==> src/rtl/alu_ctrl_pkg.sv <==
// Shared constants and types for the ALU control decoder and the mult/div sequencer.
package alu_ctrl_pkg;

  localparam logic [3:0] ALU_AND  = 4'b0000;
  localparam logic [3:0] ALU_OR   = 4'b0001;
  localparam logic [3:0] ALU_ADD  = 4'b0010;
  localparam logic [3:0] ALU_XOR  = 4'b0011;
  localparam logic [3:0] ALU_NOR  = 4'b0100;
  localparam logic [3:0] ALU_SUB  = 4'b0110;
  localparam logic [3:0] ALU_SLT  = 4'b0111;
  localparam logic [3:0] ALU_SLTU = 4'b1000;

  localparam logic [5:0] F_ADD   = 6'b100000;
  localparam logic [5:0] F_ADDU  = 6'b100001;
  localparam logic [5:0] F_SUB   = 6'b100010;
  localparam logic [5:0] F_SUBU  = 6'b100011;
  localparam logic [5:0] F_AND   = 6'b100100;
  localparam logic [5:0] F_OR    = 6'b100101;
  localparam logic [5:0] F_XOR   = 6'b100110;
  localparam logic [5:0] F_NOR   = 6'b100111;
  localparam logic [5:0] F_SLT   = 6'b101010;
  localparam logic [5:0] F_SLTU  = 6'b101011;
  localparam logic [5:0] F_MFHI  = 6'b010000;
  localparam logic [5:0] F_MTHI  = 6'b010001;
  localparam logic [5:0] F_MFLO  = 6'b010010;
  localparam logic [5:0] F_MTLO  = 6'b010011;
  localparam logic [5:0] F_MULT  = 6'b011000;
  localparam logic [5:0] F_MULTU = 6'b011001;
  localparam logic [5:0] F_DIV   = 6'b011010;
  localparam logic [5:0] F_DIVU  = 6'b011011;

  typedef enum logic [1:0] {
    MD_MULT  = 2'b00,
    MD_MULTU = 2'b01,
    MD_DIV   = 2'b10,
    MD_DIVU  = 2'b11
  } md_op_t;

  typedef enum logic {
    ST_IDLE = 1'b0,
    ST_RUN  = 1'b1
  } seq_state_t;

  function automatic int max_int(input int a, input int b);
    return (a > b) ? a : b;
  endfunction

endpackage

==> src/rtl/alu_seq_controller_if.sv <==
// ID-to-EX control bundle: decode request in, ALU code and mult/div sequencing out.
interface alu_seq_controller_if;

  logic       dec_valid;
  logic [1:0] alu_op;
  logic [5:0] fnctn;
  logic       flush;
  logic       stall;
  logic [3:0] alu_code;
  logic       alu_code_valid;
  logic       illegal;
  logic       md_start;
  logic [1:0] md_op;
  logic       md_busy;
  logic       hilo_we;

  modport master (
    output dec_valid, alu_op, fnctn, flush,
    input  stall, alu_code, alu_code_valid, illegal, md_start, md_op, md_busy, hilo_we
  );

  modport slave (
    input  dec_valid, alu_op, fnctn, flush,
    output stall, alu_code, alu_code_valid, illegal, md_start, md_op, md_busy, hilo_we
  );

endinterface

==> src/rtl/alu_funct_decoder.sv <==
// Purely combinational alu_op/funct decode into ALU code and op-class flags.
module alu_funct_decoder
  import alu_ctrl_pkg::*;
(
  input  logic [1:0] alu_op,
  input  logic [5:0] fnctn,
  output logic [3:0] code,
  output logic       is_md,
  output logic       is_hilo,
  output logic       illegal,
  output md_op_t     md_op
);

  always_comb begin
    code    = ALU_ADD;
    is_md   = 1'b0;
    is_hilo = 1'b0;
    illegal = 1'b0;
    md_op   = md_op_t'(fnctn[1:0]);
    case (alu_op)
      2'b00: code = ALU_ADD;
      2'b01: code = ALU_SUB;
      2'b10: code = ALU_OR;
      default: begin
        case (fnctn)
          F_ADD, F_ADDU:                   code = ALU_ADD;
          F_SUB, F_SUBU:                   code = ALU_SUB;
          F_AND:                           code = ALU_AND;
          F_OR:                            code = ALU_OR;
          F_XOR:                           code = ALU_XOR;
          F_NOR:                           code = ALU_NOR;
          F_SLT:                           code = ALU_SLT;
          F_SLTU:                          code = ALU_SLTU;
          F_MFHI, F_MTHI, F_MFLO, F_MTLO:  is_hilo = 1'b1;
          F_MULT, F_MULTU, F_DIV, F_DIVU:  is_md = 1'b1;
          default:                         illegal = 1'b1;
        endcase
      end
    endcase
  end

endmodule

==> src/rtl/alu_seq_controller.sv <==
// Registered ALU control decode plus an iterative MULT/DIV sequencer with HI/LO interlock.
//   state   | meaning
//   IDLE    | no mult/div in flight; HI/LO free
//   RUN     | mult/div iterating; counter counts down to the HI/LO write
module alu_seq_controller
  import alu_ctrl_pkg::*;
#(
  parameter int MUL_CYCLES = 32,
  parameter int DIV_CYCLES = 32,
  parameter int CNT_W      = $clog2(max_int(MUL_CYCLES, DIV_CYCLES))
) (
  input  logic                 clk,
  input  logic                 rst,
  alu_seq_controller_if.slave  bus
);

  localparam logic [CNT_W-1:0] MUL_LOAD = CNT_W'(MUL_CYCLES - 1);
  localparam logic [CNT_W-1:0] DIV_LOAD = CNT_W'(DIV_CYCLES - 1);

  logic [3:0] dec_code;
  logic       dec_is_md;
  logic       dec_is_hilo;
  logic       dec_illegal;
  md_op_t     dec_md_op;

  alu_funct_decoder u_dec (
    .alu_op  (bus.alu_op),
    .fnctn   (bus.fnctn),
    .code    (dec_code),
    .is_md   (dec_is_md),
    .is_hilo (dec_is_hilo),
    .illegal (dec_illegal),
    .md_op   (dec_md_op)
  );

  seq_state_t       state_q, state_d;
  logic [CNT_W-1:0] cnt_q, cnt_d;
  md_op_t           md_op_q, md_op_d;
  logic             md_start_q, md_start_d;
  logic [3:0]       alu_code_q, alu_code_d;
  logic             alu_code_valid_q, alu_code_valid_d;
  logic             illegal_q, illegal_d;

  logic md_busy;
  logic stall;
  logic accept;
  logic hilo_we;

  assign md_busy = (state_q == ST_RUN);
  assign stall   = bus.dec_valid & md_busy & (dec_is_md | dec_is_hilo);
  assign accept  = bus.dec_valid & ~stall & ~bus.flush;
  assign hilo_we = md_busy & (cnt_q == '0);

  always_comb begin
    state_d          = state_q;
    cnt_d            = cnt_q;
    md_op_d          = md_op_q;
    md_start_d       = 1'b0;
    alu_code_d       = alu_code_q;
    alu_code_valid_d = accept;
    illegal_d        = accept & dec_illegal;

    if (accept) begin
      alu_code_d = dec_code;
    end

    case (state_q)
      ST_IDLE: begin
        if (accept && dec_is_md) begin
          state_d    = ST_RUN;
          cnt_d      = dec_md_op[1] ? DIV_LOAD : MUL_LOAD;
          md_op_d    = dec_md_op;
          md_start_d = 1'b1;
        end
      end
      ST_RUN: begin
        // Terminal count is the HI/LO write cycle; no MD op can be accepted here.
        if (cnt_q == '0) begin
          state_d = ST_IDLE;
        end else begin
          cnt_d = cnt_q - CNT_W'(1);
        end
      end
      default: state_d = ST_IDLE;
    endcase
  end

  always_ff @(posedge clk) begin
    if (rst) begin
      state_q          <= ST_IDLE;
      cnt_q            <= '0;
      md_op_q          <= MD_MULT;
      md_start_q       <= 1'b0;
      alu_code_q       <= 4'b0000;
      alu_code_valid_q <= 1'b0;
      illegal_q        <= 1'b0;
    end else begin
      state_q          <= state_d;
      cnt_q            <= cnt_d;
      md_op_q          <= md_op_d;
      md_start_q       <= md_start_d;
      alu_code_q       <= alu_code_d;
      alu_code_valid_q <= alu_code_valid_d;
      illegal_q        <= illegal_d;
    end
  end

  assign bus.stall          = stall;
  assign bus.alu_code       = alu_code_q;
  assign bus.alu_code_valid = alu_code_valid_q;
  assign bus.illegal        = illegal_q;
  assign bus.md_start       = md_start_q;
  assign bus.md_op          = md_op_q;
  assign bus.md_busy        = md_busy;
  assign bus.hilo_we        = hilo_we;

endmodule
==> src/flat_wrapper.sv <==
// flat-port wrapper written by rule: the top's interface ports become plain ports
module alu_seq_controller_flat import alu_ctrl_pkg::*;
#(
  parameter int MUL_CYCLES = 32,
  parameter int DIV_CYCLES = 32,
  parameter int CNT_W      = $clog2(max_int(MUL_CYCLES, DIV_CYCLES))
)
  (clk, rst, bus_dec_valid, bus_alu_op, bus_fnctn, bus_flush, bus_stall, bus_alu_code, bus_alu_code_valid, bus_illegal, bus_md_start, bus_md_op, bus_md_busy, bus_hilo_we);
  alu_seq_controller_if bus_i ();
  input  logic clk;
  input  logic rst;
  input wire logic [$bits(bus_i.dec_valid)-1:0] bus_dec_valid;
  input wire logic [$bits(bus_i.alu_op)-1:0] bus_alu_op;
  input wire logic [$bits(bus_i.fnctn)-1:0] bus_fnctn;
  input wire logic [$bits(bus_i.flush)-1:0] bus_flush;
  output wire logic [$bits(bus_i.stall)-1:0] bus_stall;
  output wire logic [$bits(bus_i.alu_code)-1:0] bus_alu_code;
  output wire logic [$bits(bus_i.alu_code_valid)-1:0] bus_alu_code_valid;
  output wire logic [$bits(bus_i.illegal)-1:0] bus_illegal;
  output wire logic [$bits(bus_i.md_start)-1:0] bus_md_start;
  output wire logic [$bits(bus_i.md_op)-1:0] bus_md_op;
  output wire logic [$bits(bus_i.md_busy)-1:0] bus_md_busy;
  output wire logic [$bits(bus_i.hilo_we)-1:0] bus_hilo_we;
  assign bus_i.dec_valid = bus_dec_valid;
  assign bus_i.alu_op = bus_alu_op;
  assign bus_i.fnctn = bus_fnctn;
  assign bus_i.flush = bus_flush;
  assign bus_stall = bus_i.stall;
  assign bus_alu_code = bus_i.alu_code;
  assign bus_alu_code_valid = bus_i.alu_code_valid;
  assign bus_illegal = bus_i.illegal;
  assign bus_md_start = bus_i.md_start;
  assign bus_md_op = bus_i.md_op;
  assign bus_md_busy = bus_i.md_busy;
  assign bus_hilo_we = bus_i.hilo_we;
  alu_seq_controller #(.MUL_CYCLES(MUL_CYCLES), .DIV_CYCLES(DIV_CYCLES), .CNT_W(CNT_W)) u_core (.clk(clk), .rst(rst), .bus(bus_i));
endmodule
==> config.mk <==
export PLATFORM = sky130hd
export DESIGN_NAME = alu_seq_controller_flat
export DESIGN_NICKNAME = d
export VERILOG_FILES = /design/src/rtl/alu_ctrl_pkg.sv /design/src/rtl/alu_seq_controller_if.sv /design/src/rtl/alu_funct_decoder.sv /design/src/rtl/alu_seq_controller.sv /design/src/flat_wrapper.sv
export SDC_FILE = /design/constraint.sdc
export NUM_CORES = 1
export LEC_CHECK = 0
export ABC_CLOCK_PERIOD_IN_PS = 2600
export CORE_ASPECT_RATIO = 1.1
export CORE_MARGIN = 5
export CORE_UTILIZATION = 48
export CTS_BUF_LIST = sky130_fd_sc_hd__clkbuf_16
export DETAILED_ROUTE_END_ITERATION = 10
export PLACE_DENSITY = 0.82
export SYNTH_ARGS = -nofsm -noshare
export SYNTH_HDL_FRONTEND = slang
export SYNTH_SLANG_ARGS = --single-unit
==> constraint.sdc <==
create_clock -name clk -period 2.6 [get_ports clk]
set_input_delay 0.26 -clock clk [delete_from_list [all_inputs] [get_ports clk]]
set_output_delay 0.26 -clock clk [all_outputs]
set_load 0.02 [all_outputs]
* After elaboration in Yosys (flattened, before gate mapping)
Cells that the tools add are included.
** Storage, ports and cells
- Register bits after elaboration :: 15
- Output and inout bits :: 12
- Word-level logic and storage cells :: 65
** Operators by class
- Add/subtract/negate cells :: 1
- Eq/ne operators :: 22
- Multiplexer cells :: 14
- Bitwise gates (word level) :: 10
- Reductions and logical operators :: 11
** Operators by type and width (number)
- $eq 6x6->1 const B :: 10
- $eq 6x5->1 const B :: 8
- $pmux 4 s7 :: 1
- $reduce_or 18->1 :: 1
- $pmux 4 s3 :: 1
- $mux 5 :: 2
- $pmux 5 s2 :: 1
- $mux 1 :: 8
- $reduce_or 4->1 :: 2
- $and 1x1->1 :: 6
- $logic_not 5->1 :: 1
- $sub 5x1->5 const B :: 1
- $reduce_and 2->1 :: 2
- $reduce_or 2->1 :: 2
- $not 1->1 :: 3
- $reduce_or 3->1 :: 1
- $eq 2x1->1 const B :: 1
- $eq 2x2->1 const B :: 1
- $logic_not 2->1 :: 1
- $ne 2x1->1 const B :: 1
- $ne 2x2->1 const B :: 1
- $pmux 1 s2 :: 1
- $logic_and 1x1->1 :: 1
- $or 1x1->1 :: 1

* Longest topological paths before layout
- Depth in word-level cells :: 12
- Depth in mapped cells :: 6

* Modules after synthesis
From an unflattened synthesis, not the netlist that was laid out.
** Second synthesis, totals
- Cell total of the unflattened synthesis :: 96
- Area, all modules :: 813.3 um2
** By module, submodules not included
- alu_seq_controller :: times used 1, cells an instance 67, area an instance 640.6 um2, sequential area each 300.3 um2
- alu_funct_decoder :: times used 1, cells an instance 29, area an instance 172.7 um2, sequential area each 0.0 um2

* Worst setup path before layout
Ideal clock, no wire load.
- Kind :: flip-flop to output port
- From :: register u_core.cnt_q[0]
- To :: output port bus_hilo_we
- Data arrival time :: 1452 ps
- Required time :: 2340 ps
- Setup slack :: 888 ps
- Cell stages (with the launch flop) :: 5
- Cell sequence :: dfxtp_1 > inv_1 > ha_1 > or3b_1 > nor3b_1
** On the way
- Word-level cells in the longest chain between the ends :: 2
** Ends and longest elaborated chain
- from (decl) :: RTL line alu_seq_controller.sv:37 : logic [CNT_W-1:0] cnt_q, cnt_d;
- from (signal assigned) :: RTL line alu_seq_controller.sv:99 : cnt_q <= cnt_d;
- $logic_not 5->1 :: RTL line alu_seq_controller.sv:52 : assign hilo_we = md_busy & (cnt_q == '0);
- $and 1x1->1 :: RTL line alu_seq_controller.sv:52
- to (decl) :: RTL line flat_wrapper.sv:23 : output wire logic [$bits(bus_i.hilo_we)-1:0] bus_hilo_we;
No other way between the ends.

* Worst setup path in the final report
Ends and elaborated chain as after synthesis.

==> results.ini <==
[floorplanning]
rows=15
die_y_um=52.3
initial_core_util_pct=50.0
die_area_um2=2530
io_pins=24
die_w_um=48.4
core_region_area_um2=1560

[layout]
antenna_cells=0
layout_commonest_cell=clkdlybuf4s50_1
layout_common_cells=23 x clkdlybuf4s50_1, 15 x dfxtp_1, 10 x a21oi_1
nets=127
syn_to_final_growth_pct=41.4
drive_gt1_share_pct=6.25
fin_util_pct=70.8

[place]
portBuffers=23
dpl.hpwl_um=1350
gp_congestion=0.745

[yosys]
synth.area.top_cells=dfxtp_1 39%, a21oi_1 6.4%, nor2_1 4.3%, mux2i_1 3.9%, ha_1 3.2%
yosysSeqAreaShare_pct=38.5
async_flop_share_pct=0
synth_ff_type=dfxtp_1
synth.largest_area_cell=dfxtp_1
synth_top_area_share_pct=38.5
synth_nets=101
synth_warnings=0
synth_area_um2=779
ys_types=39
synthCells=87
synth_edf_count=0
synth_area_per_cell_um2=8.96
ys_ff_latch=15

[sta]
finalMaxSlewViolations=0
post-route-period-util_pct=90.5
finClkSkew_ns=0.00238
timing.fmax_ghz=0.425
final-setup-viol-count=0
tightest_slew_ns=0.547
whs_ns=0.454
period_needed_ns=2.35
hold_viol=0
rsz0062_at_grt=no
slew_headroom_pct=63.4
tns_ns=0

[route]
ant_nets=0
wirelength_um=1950
vias=748
viasPerCell=5.80
first_iter_violations=27
drc=0
dr.pass1.iters=4
wl_per_cell_um=15.1

[setup_path]
worst_ep_required_time_ns=2.34
endpoint_kind=output port
crit_type=reg -> out
cp_slowest_stage_delay_ns=0.63
slowest_stage=clkdlybuf4s50_1
crit_start=u_core.cnt_q[0]$_SDFFE_PP0P_
cp.arrival_ns=2.09
worstPathMaxFanout=3
worstSetupStartpointType=flop
rr_startpoint=u_core.cnt_q[0]$_SDFFE_PP0P_
crit_chain=inv_1 > ha_1 > or3b_1 > nor3b_1 > clkdlybuf4s50_1

[status]
status=complete, no violations

[clock_tree]
path_clk_slew_ns=0.05
clock_latency_ns=0.24
hold_buffers=0
ctsRootBufferMaster=clkbuf_16
cts_resized=0
cts_setup_buffers=0
cts_tree=yes
clockBufferDepth=2
numCtsBuffers=3
cts_max_level=1
cts.sinks=15

[power_and_ir_drop]
p_leak_nw=0.392
vdd_drop_max_v=0.000362
total_power_uw=598
p_per_area_nw_per_um2=542

[min_path]
min_path_type=reg -> reg
hp-start=u_core.bus.alu_code[0]$_SDFFE_PP0P_

[global_route]
gr-total-overflow=0
grt_max_degree=16
track_usage_pct=16.5
grt_pass1_vias=742
antenna_found_initial=0
grt_first_pass_wirelength_um=3310

[flow_run]
max-cap-violations=0

## path summary, 6_finish.rpt
kind                            depth (start not counted)                                   to  slack, ns
worst max-delay path                                    5                          bus_hilo_we       0.25
worst max register to register                          6         u_core.cnt_q[1]$_SDFFE_PP0P_       0.95
worst min register to register                          2  u_core.bus.alu_code[0]$_SDFFE_PP0P_       0.45
worst min-delay path                                    2  u_core.bus.alu_code[0]$_SDFFE_PP0P_       0.45
## report_power, final
part           total, mW  internal (mW)  switching (mW)
logic             0.0669         0.0339          0.0331
registers          0.235          0.234         0.00163
clock network      0.295          0.205          0.0904
## cell type report
| type | count | area, µm² |
|---|---|---|
| Tap cell | 17 | 21.3 |
| Clock inverter | 1 | 5.00 |
| Sequential cell | 15 | 300 |
| Clock buffer | 3 | 75.1 |
| Timing Repair Buffer | 23 | 230 |
| Inverter | 3 | 11.3 |
| Multi-Input combinational cell | 67 | 459 |
| Fill cell | 119 | 455 |
## metrics by stage
step	instances	cell area, µm²	setup slack [ns]
floorplan	87	779	0.888
global placement	125	1020	0.420
detailed placement	125	1020	0.397
CTS	129	1100	0.251
global route	129	1100	0.154
finish	129	1100	0.246
## kinds of logic (layout without fill, tap and decap cells)
family | count (synthesis) | in the layout | synth area share, %
and+or+nand+nor | 39 | 39 | 30.7
DFF | 15 | 15 | 38.5
muxes | 4 | 4 | 5.30
xor gates and xnor gates | 1 | 1 | 1.12
adders and majority gates | 2 | 2 | 3.21
buffers and inverters | 5 | 30 | 2.57
AOI/OAI and AO/OA | 21 | 21 | 18.6
## cell usage after synthesis (2+ instances only)
cell	instances
dfxtp_1	15
inv_1	3
nor3b_1	2
nand3b_1	2
nor2_1	9
nand2b_1	3
mux2i_1	3
nand3_1	3
a21oi_1	10
ha_1	2
nor3_1	3
nand2_1	4
or3b_1	2
## flip-flops by register name, summed over array words and instances (netlist names)
name	cells
u_core.bus.md_busy	1
u_core.bus.illegal	1
u_core.bus.md_start	1
u_core.bus.alu_code	4
u_core.bus.md_op	2
u_core.cnt_q	5
u_core.bus.alu_code_valid	1
## worst max-delay path, delay by kind of cell (launching register included)
| kind | cells | cell delay (ns) |
|---|---|---|
| buf+inv | 2 | 0.72 |
| simple gates | 2 | 0.60 |
| flops | 1 | 0.32 |
| fa+ha+maj | 1 | 0.21 |
## routing by layer
| metal | wire, µm | GRT usage, % | vias up |
|---|---|---|---|
| met1 | 820 | 18.9 | 356 |
| met4 | 13 | 5.53 | 0 |
| met2 | 1030 | 30.2 | 19 |
| met5 | 0 | 0 | - |
| met3 | 87 | 3.42 | 2 |
| li1 | - | - | 371 |
(Power assumes the default switching activity.)
